## config.mk

```make
export PLATFORM = sky130hd
export DESIGN_NAME = rv32i_instr_encoder
export DESIGN_NICKNAME = d
export VERILOG_FILES = /design/src/rtl/rv_enc_pkg.sv /design/src/rtl/rv_instr_pack.sv /design/src/rtl/rv32i_instr_encoder.sv
export SDC_FILE = /design/constraint.sdc
export NUM_CORES = 1
export LEC_CHECK = 0
export ABC_AREA = 1
export CELL_PAD_IN_SITES_DETAIL_PLACEMENT = 2
export CELL_PAD_IN_SITES_GLOBAL_PLACEMENT = 2
export CORE_MARGIN = 4
export CORE_UTILIZATION = 23
export DETAILED_ROUTE_END_ITERATION = 12
export GPL_ROUTABILITY_DRIVEN = 0
export PLACE_DENSITY_LB_ADDON = 0.1
export SLEW_MARGIN = 10
export SYNTH_ARGS = -nofsm -noshare
export SYNTH_HDL_FRONTEND = slang
export SYNTH_HIERARCHICAL = 1
export SYNTH_SLANG_ARGS = --single-unit
```

## constraint.sdc

```tcl
create_clock -name clk -period 2.9 [get_ports clk]
set_input_delay 0.58 -clock clk [delete_from_list [all_inputs] [get_ports clk]]
set_output_delay 0.58 -clock clk [all_outputs]
set_load 0.01 [all_outputs]
```

## src/rtl/rv_enc_pkg.sv

```systemverilog
// rtl/rv_enc_pkg.sv - shared format codes, RV32I opcodes and loader FSM states
package rv_enc_pkg;

    // Instruction format selector carried on req_fmt; codes 6 and 7 are illegal
    typedef enum logic [2:0] {
        FMT_R = 3'd0,
        FMT_I = 3'd1,
        FMT_S = 3'd2,
        FMT_B = 3'd3,
        FMT_U = 3'd4,
        FMT_J = 3'd5
    } fmt_e;

    // Major opcodes understood by the core's control decoder
    localparam logic [6:0] OP_R      = 7'b0110011;
    localparam logic [6:0] OP_IMM    = 7'b0010011;
    localparam logic [6:0] OP_LOAD   = 7'b0000011;
    localparam logic [6:0] OP_STORE  = 7'b0100011;
    localparam logic [6:0] OP_BRANCH = 7'b1100011;
    localparam logic [6:0] OP_JAL    = 7'b1101111;
    localparam logic [6:0] OP_JALR   = 7'b1100111;
    localparam logic [6:0] OP_AUIPC  = 7'b0010111;
    localparam logic [6:0] OP_LUI    = 7'b0110111;

    typedef enum logic [1:0] {
        ST_IDLE = 2'd0,
        ST_LOAD = 2'd1,
        ST_DONE = 2'd2
    } state_e;

endpackage

```

## src/rtl/rv_instr_pack.sv

```systemverilog
// rtl/rv_instr_pack.sv - combinational RV32I field packer with illegal-request flag
module rv_instr_pack
    import rv_enc_pkg::*;
(
    input  logic [2:0]  fmt,
    input  logic [6:0]  opcode,
    input  logic [2:0]  funct3,
    input  logic [6:0]  funct7,
    input  logic [4:0]  rd,
    input  logic [4:0]  rs1,
    input  logic [4:0]  rs2,
    input  logic [31:0] imm,
    output logic [31:0] word,
    output logic        illegal
);

    // Select the field layout for the format; unused fields never reach the word
    always_comb begin
        word    = '0;
        illegal = 1'b0;
        case (fmt)
            FMT_R: word = {funct7, rs2, rs1, funct3, rd, opcode};
            FMT_I: word = {imm[11:0], rs1, funct3, rd, opcode};
            FMT_S: word = {imm[11:5], rs2, rs1, funct3, imm[4:0], opcode};
            FMT_B: begin
                word    = {imm[12], imm[10:5], rs2, rs1, funct3, imm[4:1], imm[11], opcode};
                illegal = imm[0];
            end
            FMT_U: word = {imm[31:12], rd, opcode};
            FMT_J: begin
                word    = {imm[20], imm[10:1], imm[11], imm[19:12], rd, opcode};
                illegal = imm[0];
            end
            default: illegal = 1'b1;
        endcase
    end

endmodule

```

## src/rtl/rv32i_instr_encoder.sv

```systemverilog
// rtl/rv32i_instr_encoder.sv - streams encoded RV32I words into imem for the boot loader
module rv32i_instr_encoder
    import rv_enc_pkg::*;
#(
    parameter  int MAX_WORDS = 256,
    localparam int CNT_W     = $clog2(MAX_WORDS + 1)
) (
    input  logic             clk,
    input  logic             reset,
    input  logic             start,
    input  logic [31:0]      base_addr,
    input  logic             finish,
    input  logic             req_valid,
    output logic             req_ready,
    input  logic [2:0]       req_fmt,
    input  logic [6:0]       req_opcode,
    input  logic [2:0]       req_funct3,
    input  logic [6:0]       req_funct7,
    input  logic [4:0]       req_rd,
    input  logic [4:0]       req_rs1,
    input  logic [4:0]       req_rs2,
    input  logic [31:0]      req_imm,
    output logic [31:0]      iaddr,
    output logic [31:0]      iwdata,
    output logic [3:0]       iwe,
    output logic             busy,
    output logic             done,
    output logic [CNT_W-1:0] word_count,
    output logic             err
);

    state_e       state;
    logic [31:0]  enc_word;
    logic         enc_illegal;
    logic         inflight;
    logic         accept;
    logic         last_slot;
    logic [CNT_W:0] occupancy;

    rv_instr_pack u_pack (
        .fmt     (req_fmt),
        .opcode  (req_opcode),
        .funct3  (req_funct3),
        .funct7  (req_funct7),
        .rd      (req_rd),
        .rs1     (req_rs1),
        .rs2     (req_rs2),
        .imm     (req_imm),
        .word    (enc_word),
        .illegal (enc_illegal)
    );

    // A write is in flight exactly in the cycle iwe is asserted
    always_comb begin
        inflight  = (iwe != 4'b0000);
        occupancy = {1'b0, word_count} + (CNT_W + 1)'(inflight);
        last_slot = (word_count == CNT_W'(MAX_WORDS - 1));
        busy      = (state == ST_LOAD);
        done      = (state == ST_DONE);
        req_ready = busy && !finish && (occupancy < (CNT_W + 1)'(MAX_WORDS));
        accept    = req_valid && req_ready;
    end

    // Session FSM plus write pipeline: accept registers the word, the following
    // edge retires it by advancing the slot address and the word count
    always_ff @(posedge clk or posedge reset) begin
        if (reset) begin
            state      <= ST_IDLE;
            iaddr      <= '0;
            iwdata     <= '0;
            iwe        <= 4'b0000;
            word_count <= '0;
            err        <= 1'b0;
        end else if (start) begin
            state      <= ST_LOAD;
            iaddr      <= base_addr & ~32'd3;
            iwe        <= 4'b0000;
            word_count <= '0;
            err        <= 1'b0;
        end else begin
            iwe <= 4'b0000;
            if (inflight) begin
                iaddr      <= iaddr + 32'd4;
                word_count <= word_count + CNT_W'(1);
            end
            if (accept) begin
                if (enc_illegal) begin
                    err <= 1'b1;
                end else begin
                    iwe    <= 4'b1111;
                    iwdata <= enc_word;
                end
            end
            if (state == ST_LOAD && (finish || (inflight && last_slot))) begin
                state <= ST_DONE;
            end
        end
    end

endmodule

```

==> results of run 1 <==
## cell families after synthesis
group	after synthesis
buffers and inverters	71
flip-flops	75
other	1
XOR/XNOR	14
adder cells (fa/ha/maj)	3
AND/OR/NAND/NOR	448
AO/OA/AOI/OAI	54
## Yosys cell counts, drive strengths merged
master / count / share of area, %
a21oi: 15 / 1.6
a22o: 1 / 0.19
a22oi: 21 / 3.3
a31oi: 1 / 0.13
buf: 25 / 4.3
clkbuf: 1 / 0.079
conb: 1 / 0.079
dfrtp: 75 / 40
ha: 3 / 0.79
inv: 45 / 3.7
nand2: 289 / 24
nand3: 50 / 5.7
nand3b: 8 / 1.3
nand4: 7 / 1.1
nor2: 90 / 9.2
nor3: 3 / 0.56
nor4: 1 / 0.13
o21ai: 15 / 1.6
o21bai: 1 / 0.16
xnor2: 8 / 1.5
xor2: 6 / 1.1
## path summary, 6_finish.rpt
kind | cells past startpoint | endpoint | startpoint
worst max register to register | 9 | state[0] | word_count[1]
worst max-delay path | 5 | req_ready | finish
min in group asynchronous | 2 | iaddr[30] | reset
max in group asynchronous | 3 | iwdata[1] | reset
worst min-delay path | 2 | iwdata[25] | iwdata[25]
worst min register to register | 2 | iwdata[25] | iwdata[25]
## final cells by class
class | count | area [µm²]
Fill cell | 2370 | 13200
Multi-Input combinational cell | 521 | 2470
Timing Repair Buffer | 191 | 1910
Sequential cell | 75 | 1880
Tap cell | 270 | 338
Clock buffer | 10 | 239
Inverter | 45 | 175
Clock inverter | 6 | 41.3
## layer usage
| layer | share of wire, % | routed length, µm | vias to the layer above | GRT usage (%) |
|---|---|---|---|---|
| met1 | 40 | 7530 | 2479 | 19.3 |
| li1 | - | - | 2450 | - |
| met3 | 8.1 | 1530 | 12 | 6.10 |
| met4 | 1.2 | 217 | 0 | 3.81 |
| met2 | 51 | 9580 | 128 | 30.8 |
| met5 | 0 | 0 | - | 0 |
## sequential cells by signal, summed over array words and instances (netlist names)
name,cells
err,1
iaddr,30
word_count,9
iwdata,32
state,2
iwe,1
## per-stage QoR
stage	instances	worst slack [ns]	utilization, %	total power [mW]	hold slack [ns]
2_1_floorplan	667	0.410	-	1.78	0.484
3_3_place_gp	1102	0.270	33.4	2.40	0.454
3_5_place_dp	1102	0.162	33.4	2.44	0.460
4_1_cts	1118	0.280	34.8	3.59	0.474
5_1_grt	1118	0.220	34.8	3.73	0.498
6_report	1118	0.298	34.8	3.50	0.473
## power breakdown
group | internal [mW] | switching, mW | total (mW)
Sequential | 1.21 | 0.150 | 1.36
Combinational | 0.552 | 0.478 | 1.03
Clock | 0.603 | 0.501 | 1.10
## critical path, cell delays in order
cell	delay, ns
clkdlybuf4s50_1	0.47
nor3_4	0.21
nand3_1	0.12
inv_2	0.10
clkdlybuf4s50_1	0.54
==> out/results.ini, run 1 <==
[synth]
synth_cells = 666
synth_area_per_cell_um2 = 7.09
synth_top_family_by_area = simple AND/OR/NAND/NOR gates
synth-xor-area-share_pct = 2.60
netlist_area_um2 = 4720
yosysWarnings = 6
synth_compound_area_share_pct = 6.99
synth_fa_ha_area_share_pct = 0.795
ys_types = 36
ys_ff_latch = 75
synth-simple-area-share_pct = 41.7
yosysSeqAreaShare_pct = 39.7
synthMuxAreaShare_pct = 0

[grt]
grt-ovfl-total = 0
grt_pass1_vias = 5786
grt_pass1_wl_mm = 30.7
antenna_found_initial = 0
grt_max_degree = 42
grt_usage_pct = 17.1

[timing]
max_clock_freq_mhz = 384
setup_tns_ns = 0
min_period_ns = 2.60
skew_ns = 0.00775
finalCritPeriodShare_pct = 89.7
setup_viol = 0
hold_viol = 0
rsz0062_at_grt = false
drv_slew = 0

[floorplanning]
fp.dieH_um = 151
start_util_pct = 23.3
fp.coreArea_um2 = 20200
num_rows = 52
design.die.area_um2 = 22900
die_x_um = 151
pin_count = 185

[worst_setup_path]
rrSetupSlack_ns = 0.95
worstSetupPathType = in2out
end_kind = output port
cp_max_fo = 2
crit_path_start_kind = input pin
cp.arrival_ns = 2.02
required_ns = 2.32

[detailed_routing]
via_per_inst = 4.53
final_antenna_net_count = 0
first_pass_iters = 4
drt_iter0_markers = 144
route.vias.total = 5069
finalWirelength_mm = 18.9
wire_per_inst_um = 16.9
drc = 0

[power_and_ir_drop]
p_leak_nw = 3.13
power_density_nw_per_um2 = 496
ir_worst_vdd_v = 0.000256

[cells_and_area]
antenna_cells = 0
final_cell_mix = nand2_1 (275), clkdlybuf4s50_1 (180), dfrtp_1 (75), nor2_1 (71), nand3_1 (48)
drive_above_1_share_pct = 8.84
synthToLayoutAreaGrowth_pct = 49.2
fin_nets = 950
final_common_cell = nand2_1
final_cell_area_um2 = 7050

[cts]
cts.path.max_buffers = 2
hold_buffers = 0
root_buffer = clkbuf_16
cts_sinks = 75
clk_pin_slew_ns = 0.07
ctsHtreeMaxLevel = 3
clock_latency_ns = 0.34
cts_setup_buffers = 0
cts_tree = yes
cts-buffers-inserted = 9
post_cts_resized = 0

[placed_design]
port_buffers = 180
hpwl_mm = 14.8
dpl_cell_area_um2 = 6770

[outcome]
status = complete, no violations

[job]
max_cap_violations = 0

[hold_path]
min-delay-path-class = reg2reg

No activity file was read; power rests on OpenSTA's default activity.
==> inputs of run 2 (changes only) <==
CORE_ASPECT_RATIO = 1.75   (was not set)
GPL_ROUTABILITY_DRIVEN = not set   (was 0)
==> run 2 against run 1 <==
Effect of this change: clock-buffer cell count grew 3; hold slack lost 0.0025 ns; critical path depth is the same; largest cell class unchanged.
==> out/results.ini, run 2 (synthesis results as in run 1) <==
[outcome]
status = complete, no violations

[timing]
setup_viol = 0
skew_ns = 0.00727
worst_slack_ns = 0.275
drv_slew = 0
setup_tns_ns = 0
max-slew-margin-rel_pct = 59.0
rsz0062_at_grt = false
max_clock_freq_mhz = 381
hold_viol = 0
finalCritPeriodShare_pct = 90.5
worst_slew_pin_slew_ns = 0.616
min_period_ns = 2.62

[grt]
grt_usage_pct = 18.4
grt_max_degree = 48
antenna_found_initial = 1
grt-ovfl-total = 0
grt_pass1_wl_mm = 32.1
grt_pass1_vias = 5850

[placed_design]
hpwl_mm = 16.4
port_buffers = 180
post-place-ws_ns = 0.258
gp_congestion = 0.833

[detailed_routing]
top_layer_used = met5
drt_iter0_markers = 134
first_pass_iters = 4
wl_met2_mm = 12.1
drc = 0
final_antenna_net_count = 0
drt-met1-wl_mm = 6.71
wl_met3_mm = 1.11
wire_per_inst_um = 18.6
via_per_inst = 4.63
finalWirelength_mm = 20.4
route.vias.total = 5069

[worst_setup_path]
required_ns = 2.32
cp.arrival_ns = 2.04
worstSetupPathType = in2out
crit_path_start_kind = input pin
cp_max_fo = 2
end_kind = output port

[cts]
cts_tree = yes
cts_setup_buffers = 0
clk_pin_slew_ns = 0.06
root_buffer = clkbuf_16
ctsHtreeMaxLevel = 3
cts-buffers-inserted = 9
cts_sinks = 75
post_cts_resized = 0
clock_latency_ns = 0.35
hold_buffers = 0
cts.path.max_buffers = 2

[floorplanning]
num_rows = 69
fp.dieH_um = 198
start_util_pct = 23.3
pin_count = 185
fp.coreArea_um2 = 20300
die_x_um = 116
design.die.area_um2 = 23000

[job]
max_cap_violations = 0

[power_and_ir_drop]
ir_worst_vdd_v = 0.000245
p_leak_nw = 3.13
p_sw_mw = 1.12
p_clk_share_pct = 30.6
netSwitchingFraction_pct = 32.1
seq_power_share_pct = 39.5
power_density_nw_per_um2 = 497
share_comb_of_total_power_pct = 29.8
p_int_mw = 2.36

[hold_path]
min-delay-path-class = reg2reg

[cells_and_area]
largest_register_ffs = 32
antenna_cells = 0
final_common_cell = nand2_1
regMostFlops = iwdata
reg.largest.list = iwdata x32, iaddr x30, word_count x9
synthToLayoutAreaGrowth_pct = 48.4
fin_nets = 949
final_cell_mix = nand2_1 (275), clkdlybuf4s50_1 (180), dfrtp_1 (75), nor2_1 (71), nand3_1 (48)
drive_above_1_share_pct = 8.27

-- run 2: cell types whose count changed in the layout (fill, tap and decap cells not counted), sizes merged --
cell,delta
buf,-1
clkbuf,+3
clkinv,-2
clkinvlp,-2
-- run 2: path summary, 6_finish.rpt --
kind                          startpoint         end  slack, ns  cells past startpoint
max in group asynchronous          reset   iaddr[28]       1.61                      3
min in group asynchronous          reset   iaddr[25]       0.60                      2
min                           iwdata[11]  iwdata[11]       0.47                      2
max reg2reg                word_count[1]    state[0]       1.05                      9
max                               finish   req_ready       0.28                      5
min reg2reg                   iwdata[11]  iwdata[11]       0.47                      2
-- run 2: final cells by class --
cell class | instances | area, µm²
Sequential cell | 75 | 1880
Clock inverter | 2 | 12.5
Clock buffer | 13 | 250
Inverter | 45 | 175
Tap cell | 248 | 310
Multi-Input combinational cell | 521 | 2470
Timing Repair Buffer | 190 | 1910
Fill cell | 2421 | 13300
-- run 2: critical path: stages --
cell             delay [ns]
clkdlybuf4s50_1        0.46
nor3_4                 0.21
nand3_1                0.13
inv_2                  0.10
clkdlybuf4s50_1        0.57
-- run 2: power by group through the flow --
stage	logic [mW]	registers, mW	clock network (mW)
global placement	1.04	1.39	0
detailed placement	1.06	1.40	0
global route	1.14	1.40	1.14
finish	1.04	1.38	1.07
floorplan	0.354	1.43	0
CTS	1.07	1.38	1.11
-- run 2: stage by stage --
| step | hold WS (ns) | util [%] | area (µm²) | instances | total power [mW] |
|---|---|---|---|---|---|
| after global placement | 0.455 | 33.2 | 6750 | 1079 | 2.43 |
| after floorplan | 0.484 | - | 4730 | 667 | 1.78 |
| final | 0.470 | 34.5 | 7010 | 1094 | 3.48 |
| after CTS | 0.483 | 34.5 | 7010 | 1094 | 3.56 |
| after detailed placement | 0.469 | 33.2 | 6750 | 1079 | 2.46 |
| after global routing | 0.509 | 34.5 | 7010 | 1094 | 3.69 |
-- run 2: routing by layer --
layer	up-vias	GRT usage [%]
met5	-	0
met2	116	37.2
met4	2	5.59
met1	2488	17.1
li1	2445	-
met3	18	4.97
